`config.mk`:
```
export PLATFORM = sky130hd
export DESIGN_NAME = hub75_bcm_scan
export DESIGN_NICKNAME = d
export VERILOG_FILES = /design/src/rtl/hub75_bcm_scan.sv
export SDC_FILE = /design/constraint.sdc
export NUM_CORES = 1
export LEC_CHECK = 0
export ABC_AREA = 1
export CORE_MARGIN = 5
export CORE_UTILIZATION = 45
export CTS_CLUSTER_SIZE = 28
export DETAILED_ROUTE_END_ITERATION = 10
export GPL_ROUTABILITY_DRIVEN = 1
export PLACE_DENSITY = 0.72
export SLEW_MARGIN = 20
export SYNTH_ARGS = -nofsm -noshare
export SYNTH_HDL_FRONTEND = slang
export SYNTH_SLANG_ARGS = --single-unit
```
`constraint.sdc`:
```
create_clock -name clk_in -period 1.6 [get_ports clk_in]
set_input_delay 0.16 -clock clk_in [delete_from_list [all_inputs] [get_ports clk_in]]
set_output_delay 0.16 -clock clk_in [all_outputs]
set_load 0.01 [all_outputs]
```
`src/rtl/hub75_bcm_scan.sv`:
```
// HUB75 scan engine: walks row pairs and bit planes, shifts pixel pairs out on
// hub75_clk, latches, then holds OE low for a binary-weighted time (BCM).
//
// state    | meaning
// ---------+-----------------------------------------------------------
// IDLE     | panel blanked, waiting for enable_in at a frame boundary
// PREFETCH | issue read of column 0 for the current row pair
// SHIFT    | two phases per column: ph0 capture data, ph1 clock high
// BLANK    | load the panel row address while still blanked
// LATCH    | one-cycle latch strobe
// DISPLAY  | OE low for OE_BASE<<plane cycles (down-counter)
module hub75_bcm_scan #(
   parameter int NUM_COLS    = 64,
   parameter int SCAN_RATE   = 32,
   parameter int COLOR_DEPTH = 3,
   parameter int OE_BASE     = 8
) (
   input  logic                         clk_in,
   input  logic                         rst_in,
   input  logic                         enable_in,
   output logic                         pix_rd_out,
   output logic [$clog2(SCAN_RATE)-1:0] pix_row_out,
   output logic [$clog2(NUM_COLS)-1:0]  pix_col_out,
   input  logic [3*COLOR_DEPTH-1:0]     pix_data0_in,
   input  logic [3*COLOR_DEPTH-1:0]     pix_data1_in,
   output logic [$clog2(SCAN_RATE)-1:0] hub75_addr,
   output logic [2:0]                   hub75_rgb0,
   output logic [2:0]                   hub75_rgb1,
   output logic                         hub75_clk,
   output logic                         hub75_latch,
   output logic                         hub75_OE,
   output logic                         busy_out,
   output logic                         frame_done_out
);

   localparam int RW = $clog2(SCAN_RATE);
   localparam int CW = $clog2(NUM_COLS);
   localparam int PW = (COLOR_DEPTH > 1) ? $clog2(COLOR_DEPTH) : 1;
   localparam int DW = COLOR_DEPTH - 1 + $clog2(OE_BASE + 1);

   localparam logic [CW-1:0] COL_LAST   = CW'(NUM_COLS - 1);
   localparam logic [RW-1:0] ROW_LAST   = RW'(SCAN_RATE - 1);
   localparam logic [PW-1:0] PLANE_LAST = PW'(COLOR_DEPTH - 1);

   typedef enum logic [2:0] {
      S_IDLE,
      S_PREFETCH,
      S_SHIFT,
      S_BLANK,
      S_LATCH,
      S_DISPLAY
   } state_t;

   state_t          r_state, w_state_nxt;
   logic [RW-1:0]   r_row, w_row_nxt;
   logic [PW-1:0]   r_plane, w_plane_nxt;
   logic [CW-1:0]   r_col, w_col_nxt;
   logic            r_ph, w_ph_nxt;
   logic [DW-1:0]   r_cnt, w_cnt_nxt;
   logic            r_rd, w_rd_nxt;
   logic [RW-1:0]   r_prow, w_prow_nxt;
   logic [CW-1:0]   r_pcol, w_pcol_nxt;
   logic [RW-1:0]   r_addr, w_addr_nxt;
   logic [2:0]      r_rgb0, w_rgb0_nxt;
   logic [2:0]      r_rgb1, w_rgb1_nxt;
   logic            r_clk, w_clk_nxt;
   logic            r_latch, w_latch_nxt;
   logic            r_oe, w_oe_nxt;
   logic            r_busy, w_busy_nxt;
   logic            r_fd, w_fd_nxt;

   logic [COLOR_DEPTH-1:0] w_r0, w_g0, w_b0, w_r1, w_g1, w_b1;
   logic [DW-1:0]          w_cnt_load;

   assign w_r0 = pix_data0_in[3*COLOR_DEPTH-1 -: COLOR_DEPTH];
   assign w_g0 = pix_data0_in[2*COLOR_DEPTH-1 -: COLOR_DEPTH];
   assign w_b0 = pix_data0_in[COLOR_DEPTH-1:0];
   assign w_r1 = pix_data1_in[3*COLOR_DEPTH-1 -: COLOR_DEPTH];
   assign w_g1 = pix_data1_in[2*COLOR_DEPTH-1 -: COLOR_DEPTH];
   assign w_b1 = pix_data1_in[COLOR_DEPTH-1:0];

   assign w_cnt_load = (DW'(OE_BASE) << r_plane) - 1'b1;

   always_comb begin
      w_state_nxt = r_state;
      w_row_nxt   = r_row;
      w_plane_nxt = r_plane;
      w_col_nxt   = r_col;
      w_ph_nxt    = r_ph;
      w_cnt_nxt   = r_cnt;
      w_rd_nxt    = 1'b0;
      w_prow_nxt  = r_prow;
      w_pcol_nxt  = r_pcol;
      w_addr_nxt  = r_addr;
      w_rgb0_nxt  = r_rgb0;
      w_rgb1_nxt  = r_rgb1;
      w_clk_nxt   = 1'b0;
      w_latch_nxt = 1'b0;
      w_oe_nxt    = 1'b1;
      w_fd_nxt    = 1'b0;
      case (r_state)
         S_IDLE: begin
            if (enable_in) begin
               w_state_nxt = S_PREFETCH;
               w_row_nxt   = '0;
               w_plane_nxt = '0;
               w_rd_nxt    = 1'b1;
               w_prow_nxt  = '0;
               w_pcol_nxt  = '0;
            end
         end
         S_PREFETCH: begin
            w_state_nxt = S_SHIFT;
            w_col_nxt   = '0;
            w_ph_nxt    = 1'b0;
         end
         S_SHIFT: begin
            if (!r_ph) begin
               // data for r_col is on the bus now; it is presented with the rising edge
               w_rgb0_nxt = {w_r0[r_plane], w_g0[r_plane], w_b0[r_plane]};
               w_rgb1_nxt = {w_r1[r_plane], w_g1[r_plane], w_b1[r_plane]};
               w_ph_nxt   = 1'b1;
               w_clk_nxt  = 1'b1;
               if (r_col != COL_LAST) begin
                  w_rd_nxt   = 1'b1;
                  w_pcol_nxt = r_col + 1'b1;
               end
            end else if (r_col == COL_LAST) begin
               w_state_nxt = S_BLANK;
               w_addr_nxt  = r_row;
            end else begin
               w_col_nxt = r_col + 1'b1;
               w_ph_nxt  = 1'b0;
            end
         end
         S_BLANK: begin
            w_state_nxt = S_LATCH;
            w_latch_nxt = 1'b1;
         end
         S_LATCH: begin
            w_state_nxt = S_DISPLAY;
            w_oe_nxt    = 1'b0;
            w_cnt_nxt   = w_cnt_load;
         end
         S_DISPLAY: begin
            if (r_cnt != '0) begin
               w_cnt_nxt = r_cnt - 1'b1;
               w_oe_nxt  = 1'b0;
            end else begin
               w_state_nxt = S_PREFETCH;
               w_rd_nxt    = 1'b1;
               w_pcol_nxt  = '0;
               if (r_plane != PLANE_LAST) begin
                  w_plane_nxt = r_plane + 1'b1;
                  w_prow_nxt  = r_row;
               end else if (r_row != ROW_LAST) begin
                  w_plane_nxt = '0;
                  w_row_nxt   = r_row + 1'b1;
                  w_prow_nxt  = r_row + 1'b1;
               end else begin
                  w_plane_nxt = '0;
                  w_row_nxt   = '0;
                  w_prow_nxt  = '0;
                  w_fd_nxt    = 1'b1;
                  if (!enable_in) begin
                     w_state_nxt = S_IDLE;
                     w_rd_nxt    = 1'b0;
                  end
               end
            end
         end
         default: w_state_nxt = S_IDLE;
      endcase
      w_busy_nxt = (w_state_nxt != S_IDLE);
   end

   always_ff @(posedge clk_in) begin
      if (rst_in) begin
         r_state <= S_IDLE;
         r_row   <= '0;
         r_plane <= '0;
         r_col   <= '0;
         r_ph    <= 1'b0;
         r_cnt   <= '0;
         r_rd    <= 1'b0;
         r_prow  <= '0;
         r_pcol  <= '0;
         r_addr  <= '0;
         r_rgb0  <= '0;
         r_rgb1  <= '0;
         r_clk   <= 1'b0;
         r_latch <= 1'b0;
         r_oe    <= 1'b1;
         r_busy  <= 1'b0;
         r_fd    <= 1'b0;
      end else begin
         r_state <= w_state_nxt;
         r_row   <= w_row_nxt;
         r_plane <= w_plane_nxt;
         r_col   <= w_col_nxt;
         r_ph    <= w_ph_nxt;
         r_cnt   <= w_cnt_nxt;
         r_rd    <= w_rd_nxt;
         r_prow  <= w_prow_nxt;
         r_pcol  <= w_pcol_nxt;
         r_addr  <= w_addr_nxt;
         r_rgb0  <= w_rgb0_nxt;
         r_rgb1  <= w_rgb1_nxt;
         r_clk   <= w_clk_nxt;
         r_latch <= w_latch_nxt;
         r_oe    <= w_oe_nxt;
         r_busy  <= w_busy_nxt;
         r_fd    <= w_fd_nxt;
      end
   end

   assign pix_rd_out     = r_rd;
   assign pix_row_out    = r_prow;
   assign pix_col_out    = r_pcol;
   assign hub75_addr     = r_addr;
   assign hub75_rgb0     = r_rgb0;
   assign hub75_rgb1     = r_rgb1;
   assign hub75_clk      = r_clk;
   assign hub75_latch    = r_latch;
   assign hub75_OE       = r_oe;
   assign busy_out       = r_busy;
   assign frame_done_out = r_fd;

endmodule

```
Word-level counts from Yosys, hierarchy flattened --
Index checks and enable logic that the tools add are counted.
Word-level totals: bits in registers 46, latch bits 0, bits in writable memories 0, bits in read-only memories 0, bits of input ports 21, output and inout bits 28, word-level logic and storage cells 113, memories 0
Operators by class: add/sub/neg operators 5, multipliers 0, divide/modulo/power cells 0, order comparisons 1, equality and inequality tests 17, shift-type cells 1, mux-type cells 54, bitwise logic cells 3, reduce and logical (&&, ||, !) cells 16
Operator list (number):
- 2-to-1 mux 6 bit | 7
- one-hot mux 6 bit (2 select lines) | 2
- 2-to-1 mux 1 bit | 21
- 2-to-1 mux 5 bit | 4
- one-hot mux 3 bit (6 select lines) | 1
- one-hot mux 6 bit (3 select lines) | 1
- != test 2 bit, second input constant | 8
- binary-select mux 1 bit (select 2 bit) | 6
- 2-to-1 mux 3 bit | 4
- subtractor 6 x 1 -> 6 bit, second input constant | 2
- one-hot mux 5 bit (2 select lines) | 1
- AND reduction 3 bit | 3
- adder 6 x 1 -> 6 bit, second input constant | 1
- equality test 3 x 2 -> 1 bit, second input constant | 2
- equality test 3 bit, second input constant | 2
- equality test 6 bit, second input constant | 1
- 2-to-1 mux 2 bit | 3
- != test 6 bit, second input constant | 1
- nonzero test 2 bit | 3
- nonzero test 3 bit | 2
- nonzero test 6 bit | 1
- left shift 4 x 2 -> 6 bit, first input constant | 1
- adder 5 x 1 -> 5 bit, second input constant | 1
- != test 5 bit, second input constant | 1
- 14 further kinds | 18

Logic depth before layout (Yosys ltp) --
Gate-level depths: netlist of run 1.
depth in word-level cells 6, depth in mapped cells 11, mapped depth without buffers 11

Worst setup path after synthesis of run 1 --
No wires, ideal clock.
path type flip-flop to flip-flop, start register r_col[0], end register r_pcol[0], in the netlist pix_col_out[0], library setup time 0.115 ns, arrival 1.361 ns, required time 1.485 ns, setup slack 0.124 ns, stages on the path, launching flop included 10, path buffers 1, clock period less this slack 1.476 ns, cells stage by stage dfxtp_1 ha_1 nand2_1 inv_2 nand3_1 nor2_4 nand2_2 buf_6 a21oi_1 nor2_1
On the way: cells in the longest elaborated chain, start to end 4, elaborated cells on any way between the ends 7, those cells by class add/sub: 1; eq/ne: 2; mux: 3; reduce/logical: 1
Ends and longest elaborated chain:
- from (decl) | RTL line 57 | logic [CW-1:0] r_col, w_col_nxt;
- from (signal assigned) | RTL line 200 | r_col <= w_col_nxt;
- adder 6 x 1 -> 6 bit | RTL line 126 | w_pcol_nxt = r_col + 1'b1;
- 2-to-1 mux 6 bit | RTL line 124 | if (r_col != COL_LAST) begin
- 2-to-1 mux 6 bit | RTL line 118 | if (!r_ph) begin
- one-hot mux 6 bit (3 select lines) | RTL line 101 | case (r_state)
- to (signal assigned) | RTL line 205 | r_pcol <= w_pcol_nxt;
- to (decl) | RTL line 62 | logic [CW-1:0] r_pcol, w_pcol_nxt;
Several ways; a longest one is shown, not always the timed one. The select of a mux whose other input is x is not followed. A chain may end at the register's enable or synchronous reset.

Final worst setup path of run 1 --
start register r_prow[2], in the netlist pix_row_out[2], end output pix_row_out[2]
RTL lines:
- from (decl) | RTL line 61 | logic [RW-1:0] r_prow, w_prow_nxt;
- from (signal assigned) | RTL line 204 | r_prow <= w_prow_nxt;
- to (decl) | RTL line 22 | output logic [$clog2(SCAN_RATE)-1:0] pix_row_out,
No word-level cell between the ends.

==> summary.txt, run 1 <==
Floorplan
  – Die Span X: 82.2 µm
  – Die Y: ~82 µm
  – CORE AREA: 5070 µm²
  – Die ar.: 6760 µm²
  – Core Rows: 26
  – IO Pins: around 50
  – Initial core utilization: 46.3%

Hold path
  – Hold depth: 3
  – Hold Path Class: in2reg
  – Hold path endpoint: hub75_rgb1[2]$_SDFFE_PP0P_
  – HP Start: pix_data1_in[6]

Drt
  – Residual DRC: 0
  – Vias: between 2000 and 2500
  – Number of DRC markers in iteration 0: 176
  – Drt first pass iters: 5
  – Wire per inst: between 10 and 15 µm
  – Routed wire length: 5510 µm
  – DR vias/cell: 4.87
  – Post-DRT Antenna Nets: 0

Critical path
  – Critical path launch point type: flip-flop
  – R2R Path Start: r_col[1]$_SDFFE_PP0P_
  – Reg-to-reg endpoint: pix_col_out[5]$_SDFFE_PP0P_
  – WP data arrival: 1.33 ns
  – Critical Path RT: 1.44 ns
  – Crit-path cells: clkdlybuf4s50_1
  – Worst-path maximum fanout: 6
  – Crit path max-delay family: buffers and inverters
  – Worst Path Buf+Inv: 1
  – Flop-to-flop setup slack: 0.13 ns
  – Worst r2r path cells: 8
  – Slowest CP cell: clkdlybuf4s50_1
  – Slowest stage delay, CP: 0.59 ns
  – Crit. End Element: output port
  – Setup CP Type: reg2out

Layout
  – Layout cell share with drive strength beyond 1: 15.0%
  – Fin util: roughly three fifths
  – Leading cell type in the layout, fill and taps excluded: nand2_1
  – Final Net Count: 417
  – Most frequent cells in the layout: 77 x nand2_1, 48 x clkdlybuf4s50_1, 42 x nor2_1
  – Layout Cells excl Fill: approximately 460
  – Synth-to-layout area growth: 32.0%
  – Design Area, Final: 3100 µm²
  – Diodes inserted: 0

Global route
  – Met1 global-route usage: 24.2%
  – GRT Resource Usage Total: between 10% and 20%
  – Vias in the first global route: 2171
  – Global-route wire length before repair: 9630 µm
  – Largest net degree at the start of global routing: 38
  – Met2 usage: 28.1%
  – Grt peak-use layer: met2
  – Initial antenna violation count: 0
  – Total grt overflow: 0
  – Met3 global-route usage: between 5 and 6%

Place
  – GPL Wtd Cong: 0.799
  – DP HPWL: 3990 µm
  – Placed cell area: 2950 µm²
  – PortBufs: 48
  – Placed insts: 452

Synth
  – Top FF cell, synth: dfxtp_1
  – Ys Warns: 0
  – Cell count after synthesis: ~330
  – Syn Area/Cell: 7.07 µm²
  – Seq/Total Area, Yosys: between 30% and 40%
  – Post-synth EDFFs: 0
  – Synth async-reset ratio: 0%
  – FF+latch count, synth: 46
  – Netlist Area Pre-Place: 2350 µm²
  – Synthesized net count: 357
  – Synth cell types: 35

CTS
  – Htree depth: 2
  – # hold bufs at CTS: 0
  – Worst skew pair latency: roughly 0.30 ns
  – Root buf cell: clkbuf_8
  – Clock-pin transition on the worst setup and hold timing paths: 0.08 ns
  – CTS tree: done
  – CTS Sinks: 46
  – Clock tree buffer depth: 2
  – Cts bufs inserted: 5

Timing
  – Final Cycle Share: 93.1%
  – Final hold vios: 0
  – Slew Viols, Final: 0
  – Period minus WS final: 1.49 ns
  – Final Skew: 0.00981 ns
  – Relative slew slack: about three quarters
  – Final setup viols: 0
  – Highest clock rate: ~670 MHz
  – Least-Margin Pin Slew: 0.344 ns

Status
  – Outcome: complete, no violations

Pwr
  – Worst vdd ir: about 0.47 mV
  – P_leak: 1.34 nW
  – Pwr/cell area: slightly below 900 nW/µm²

Job
  – Max-cap violations: 0
final cells by class:
cell class	count	area, µm²
Clock buffer	6	82.6
Clock inverter	2	12.5
Fill cell	500	1980
Inverter	36	143
Multi-Input combinational cell	241	1250
Sequential cell	46	927
Tap cell	70	87.6
Timing Repair Buffer	62	598
cells in the mapped netlist (3+ instances only):
cell type | count | share of area, %
nand2_1 | 77 | 12
dfxtp_1 | 46 | 39
nor2_1 | 42 | 6.7
inv_1 | 28 | 4.5
nand3_1 | 25 | 5.3
o21ai_0 | 21 | 4.5
a21oi_1 | 20 | 4.3
nand2_2 | 9 | 2.4
o21ai_1 | 7 | 1.5
a41oi_1 | 6 | 2.2
inv_2 | 6 | 0.96
nor3_1 | 6 | 1.3
nand4_1 | 5 | 1.3
ha_1 | 4 | 2.1
nor2_4 | 4 | 1.9
buf_2 | 3 | 0.64
clkbuf_1 | 3 | 0.48
through the flow:
| step | hold slack, ns | worst slack (ns) | total power, mW | setup TNS (ns) |
|---|---|---|---|---|
| final | 0.454 | 0.111 | 2.70 | 0 |
| after global placement | 0.464 | 0.0469 | 1.95 | 0 |
| after floorplan | 0.344 | 0.124 | 1.72 | 0 |
| after CTS | 0.440 | 0.0213 | 2.72 | 0 |
| after detailed placement | 0.468 | 0.0357 | 1.96 | 0 |
| after global routing | 0.451 | -0.0227 | 2.88 | -0.0792 |
per-layer routing:
| metal | wire, µm | vias up | share of wire [%] |
|---|---|---|---|
| met1 | 2630 | 981 | 48 |
| met2 | 2420 | 64 | 44 |
| li1 | - | 1204 | - |
| met4 | 42 | 0 | 0.76 |
| met3 | 421 | 4 | 7.6 |
| met5 | 0 | - | 0 |
flip-flops by register name (all words and copies together) (netlist names), 2 cells and up:
name and flops:
hub75_addr 5, r_cnt 6, hub75_rgb1 3, pix_row_out 5, r_col 6, r_state 3
pix_col_out 6, hub75_rgb0 3, r_plane 2
logic make-up (layout without fill, tap and decap cells):
| family | count (synthesis) | after routing | share of synthesized area (%) |
|---|---|---|---|
| AO/OA/AOI/OAI | 57 | 57 | 13.9 |
| XOR/XNOR | 2 | 2 | 0.746 |
| adder cells (fa/ha/maj) | 4 | 4 | 2.13 |
| buffers and inverters | 45 | 106 | 8.37 |
| flip-flops | 46 | 46 | 39.2 |
| AND/OR/NAND/NOR | 178 | 178 | 35.7 |
repair_timing:
action | CTS | global route
setup buffers | 0 | 3
setup endpoints to repair | 0 | 24
resized for setup | 0 | 10
worst max-delay path by stage:
stage                                start                     endpoint  depth (start not counted)
2_1_floorplan        r_col[0]$_SDFFE_PP0P_  pix_col_out[0]$_SDFFE_PP0P_                          9
3_3_place_gp         r_col[1]$_SDFFE_PP0P_  pix_col_out[5]$_SDFFE_PP0P_                          8
3_5_place_dp         r_col[1]$_SDFFE_PP0P_  pix_col_out[4]$_SDFFE_PP0P_                          8
4_1_cts              r_col[1]$_SDFFE_PP0P_  pix_col_out[4]$_SDFFE_PP0P_                          8
5_1_grt              r_col[1]$_SDFFE_PP0P_  pix_col_out[4]$_SDFFE_PP0P_                          9
6_report       pix_row_out[2]$_SDFFE_PP0P_               pix_row_out[2]                          1
power by group:
part	switching, mW	internal (mW)
Combinational	0.354	0.302
Clock	0.398	0.348
Sequential	0.0689	1.23
Total	0.820	1.88
No activity file was read; power rests on OpenSTA's default activity.
==> run 2, diff against run 1 <==
ABC_AREA = unset   (was 1)
CTS_CLUSTER_SIZE = unset   (was 28)
==> run 2 against run 1 <==
Compared with the run above: the run now ends with setup timing left; cell count decreased by 5.8%; clock skew decreased by 0.0026 ns; wire length increased by 16%; largest cell class unchanged; largest power group unchanged.
==> summary.txt, run 2 <==
Status
  – Outcome: finished with violations (was complete, no violations)
  – Failing checks: setup timing

Critical path
  – Slowest stage delay, CP: 0.54 ns (was 0.59 ns)
  – Reg-to-reg endpoint: pix_row_out[2]$_SDFFE_PP0P_ (was pix_col_out[5]$_SDFFE_PP0P_)
  – Worst-path maximum fanout: 4 (was 6)
  – Worst r2r path cells: 6 (was 8)
  – Crit. End Element: flip-flop (was output port)
  – R2R Path Start: r_cnt[3]$_SDFFE_PP0P_ (was r_col[1]$_SDFFE_PP0P_)
  – Crit-path cells: or4_4, nor3_4, a31oi_4, buf_4, o21ai_0, a21oi_1 (was clkdlybuf4s50_1)
  – Setup CP Type: reg2reg (was reg2out)
  – Critical Path RT: 1.78 ns (was 1.44 ns)
  – Critical path launch point type: flip-flop (unchanged)
  – Slowest CP cell: or4_4 (was clkdlybuf4s50_1)
  – WP data arrival: 2.02 ns (was 1.33 ns)
  – Flop-to-flop setup slack: -0.25 ns (was 0.13 ns)

Hold path
  – Hold Path Class: reg2reg (was in2reg)
  – Hold path endpoint: pix_col_out[4]$_SDFFE_PP0P_ (was hub75_rgb1[2]$_SDFFE_PP0P_)
  – Hold depth: 2 (was 3)
  – HP Start: pix_col_out[4]$_SDFFE_PP0P_ (was pix_data1_in[6])

Drt
  – Wire per inst: 14.6 µm (was 11.9 µm)
  – Routed wire length: 6380 µm (was 5510 µm)
  – DR vias/cell: 5.21 (was 4.87)
  – Vias: 2272 (was 2253)
  – Number of DRC markers in iteration 0: 103 (was 176)
  – Drt first pass iters: 4 (was 5)
  – Residual DRC: 0 (unchanged)
  – Post-DRT Antenna Nets: 0 (unchanged)

CTS
  – Root buf cell: clkbuf_8 (unchanged)
  – Clock tree buffer depth: 2 (unchanged)
  – Clock-pin transition on the worst setup and hold timing paths: 0.08 ns (about the same)
  – Htree depth: 2 (unchanged)
  – CTS Sinks: 46 (unchanged)
  – Worst skew pair latency: 0.30 ns (about the same)
  – CTS tree: done (unchanged)
  – Cts bufs inserted: 5 (unchanged)

Synth
  – Synth cell types: 47 (was 35)
  – Seq/Total Area, Yosys: 41.6% (was 39.2%)
  – Synth async-reset ratio: 0% (unchanged)
  – Top FF cell, synth: dfxtp_1 (unchanged)
  – FF+latch count, synth: 46 (unchanged)
  – Ys Warns: 0 (unchanged)
  – Dominant cells by area after synthesis: dfxtp_1 42%, mux2i_1 9.0%, nor2_1 9.0% (was dfxtp_1 39%, nand2_1 12%, nor2_1 6.7%)
  – Cell count after synthesis: 266 (was 332)
  – Most common cell in the synthesized netlist: nor2_1 (was nand2_1)
  – Syn Area/Cell: 8.33 µm² (was 7.07 µm²)
  – Top cell type's share of synthesized area: 41.6% (was 39.2%)
  – Netlist Area Pre-Place: 2210 µm² (was 2350 µm²)
  – Synthesized net count: 291 (was 357)
  – Post-synth EDFFs: 0 (unchanged)
  – Post-synth top cells: 53 x nor2_1, 46 x dfxtp_1, 21 x a21oi_1, 20 x mux2i_1, 19 x nand2_1 (was 77 x nand2_1, 46 x dfxtp_1, 42 x nor2_1, 28 x inv_1, 25 x nand3_1)
  – Synth area leader: dfxtp_1 (unchanged)

Layout
  – Synth-to-layout area growth: 59.3% (was 32.0%)
  – Diodes inserted: 0 (unchanged)
  – Fin util: 74.2% (was 61.0%)
  – Layout cell share with drive strength beyond 1: 31.2% (was 15.0%)
  – Leading cell type in the layout, fill and taps excluded: buf_4 (was nand2_1)
  – Layout fillers: 376 (was 500)
  – Final Net Count: 394 (was 417)
  – Layout Cells excl Fill: 436 (was 463)
  – Most frequent cells in the layout: 55 x buf_4, 48 x nor2_1, 48 x clkdlybuf4s50_1 (was 77 x nand2_1, 48 x clkdlybuf4s50_1, 42 x nor2_1)

Floorplan
  – CORE AREA: 4750 µm² (was 5070 µm²)
  – Core Rows: 25 (was 26)
  – Initial core utilization: 46.6% (was 46.3%)
  – Die Y: 80.2 µm (was 82.2 µm)
  – Die Span X: 80.2 µm (was 82.2 µm)
  – Die ar.: 6420 µm² (was 6760 µm²)
  – IO Pins: 49 (unchanged)

Place
  – DP HPWL: 4450 µm (was 3990 µm)
  – GPL Wtd Cong: 0.874 (was 0.799)
  – PortBufs: 48 (unchanged)
  – Placed insts: 423 (was 452)

Timing
  – Worst hold-check slack: 0.500 ns (was 0.454 ns)
  – Slew Viols, Final: 0 (unchanged)
  – Setup_tns: -2.45 ns (was 0 ns)
  – Final Skew: 0.00724 ns (was 0.00981 ns)
  – Final worst slack: -0.245 ns (was 0.111 ns)
  – Least-Margin Pin Slew: 0.378 ns (was 0.344 ns)
  – RSZ-0062 raised after global routing: true
  – Final hold vios: 0 (unchanged)
  – Relative slew slack: 74.8% (was 76.8%)
  – Highest clock rate: 542 MHz (was 671 MHz)
  – Period minus WS final: 1.85 ns (was 1.49 ns)
  – Final Cycle Share: 115% (was 93.1%)
  – Final setup viols: 22 (was 0)

Global route
  – Total grt overflow: 0 (unchanged)
  – Global-route wire length before repair: 10300 µm (was 9630 µm)
  – Largest net degree at the start of global routing: 21 (was 38)
  – GRT Resource Usage Total: 19.7% (was 18.2%)
  – Initial antenna violation count: 0 (unchanged)
  – Vias in the first global route: 2254 (was 2171)

Pwr
  – Sw frac: 25.2% (was 30.4%)
  – Reg power frac: 45.4% (was 48.2%)
  – Total power: 2.67 mW (was 2.70 mW)
  – Clock power frac: 33.1% (was 27.6%)
  – Pwr/cell area: 757 nW/µm² (was 872 nW/µm²)
  – Int Power: 2.00 mW (was 1.88 mW)
  – P_leak: 1.38 nW (was 1.34 nW)
  – Combinational Power Share: 21.5% (was 24.2%)
  – Worst vdd ir: 0.626 mV (was 0.466 mV)
  – Switching power: 673 µW (was 820 µW)

Job
  – Max-cap violations: 0 (unchanged)
==> run 2: cell types whose count changed after synthesis, sizes merged, moves of 6 or more <==
cell	previous run	this run
nand2	89	19
inv	35	3
mux2i	0	20
o21ai	29	10
nand3	27	11
a211oi	0	10
clkbuf	3	12
a41oi	6	0
nor2	47	53
==> run 2: worst max path at each step <==
stage	startpoint	to	slack, ns
CTS	r_cnt[3]$_SDFFE_PP0P_	pix_row_out[3]$_SDFFE_PP0P_	-0.23
finish	r_cnt[3]$_SDFFE_PP0P_	pix_row_out[2]$_SDFFE_PP0P_	-0.25
global placement	enable_in	pix_row_out[3]$_SDFFE_PP0P_	-0.40
floorplan	r_cnt[3]$_SDFFE_PP0P_	pix_row_out[3]$_SDFFE_PP0P_	-0.22
global route	r_cnt[3]$_SDFFE_PP0P_	pix_row_out[2]$_SDFFE_PP0P_	-0.33
detailed placement	enable_in	pix_row_out[3]$_SDFFE_PP0P_	-0.41
==> run 2: worst max-delay path: cells and delay by family (launching register included) <==
| kind | cells | cell delay [ns] |
|---|---|---|
| buffers and inverters | 1 | 0.16 |
| AO/OA/AOI/OAI | 3 | 0.47 |
| AND/OR/NAND/NOR | 2 | 0.77 |
| flip-flops | 1 | 0.33 |
==> run 2: logic make-up (layout without fill, tap and decap cells) <==
kind of cell,after synthesis,count (layout),share of synthesized area [%]
adder cells (fa/ha/maj),4,4,2.26
buffers and inverters,17,120,2.94
XOR/XNOR,4,4,1.58
AND/OR/NAND/NOR,116,116,24.9
flip-flops,46,46,41.6
multiplexers,20,20,9.04
AO/OA/AOI/OAI,59,59,17.7
==> run 2: what timing repair did <==
action	4_1_cts	5_1_grt
hold buffers	0	0
pin swaps	12	15
setup endpoints to repair	24	39
cloned	0	0
resized for setup	21	33
setup buffers	5	2
==> run 2: area by class of cell <==
cell class | instances | area, µm² | area share [%]
sequential | 46 | 932 | 26.4
inverter | 3 | 11.3 | 0.319
multi-input combinational | 203 | 1420 | 40.1
clock inverter | 1 | 30.0 | 0.851
clock buffer | 6 | 82.6 | 2.34
tap | 67 | 83.8 | 2.38
timing repair buffer | 110 | 972 | 27.6
==> run 2: routing by layer <==
metal	wire length [µm]	vias up	GRT usage, %	part of all wire [%]
met5	0	-	0	0
met4	97	0	4.39	1.5
met3	186	12	3.70	2.9
met2	3360	41	36.4	53
met1	2730	1072	23.5	43
li1	-	1147	-	-
==> run 2: power groups by stage <==
| stage | Clock [mW] | Combinational, mW | Sequential [mW] |
|---|---|---|---|
| after floorplan | 0 | 0.234 | 1.25 |
| after global placement | 0 | 0.495 | 1.24 |
| after detailed placement | 0 | 0.502 | 1.24 |
| after CTS | 0.892 | 0.536 | 1.21 |
| after global routing | 0.952 | 0.617 | 1.22 |
| final | 0.883 | 0.573 | 1.21 |
==> run 2: stage by stage <==
| step | setup slack [ns] | cell area [µm²] |
|---|---|---|
| CTS | -0.227 | 3400 |
| floorplan | -0.217 | 2240 |
| detailed placement | -0.409 | 3160 |
| global placement | -0.400 | 3160 |
| finish | -0.245 | 3530 |
| global route | -0.327 | 3530 |
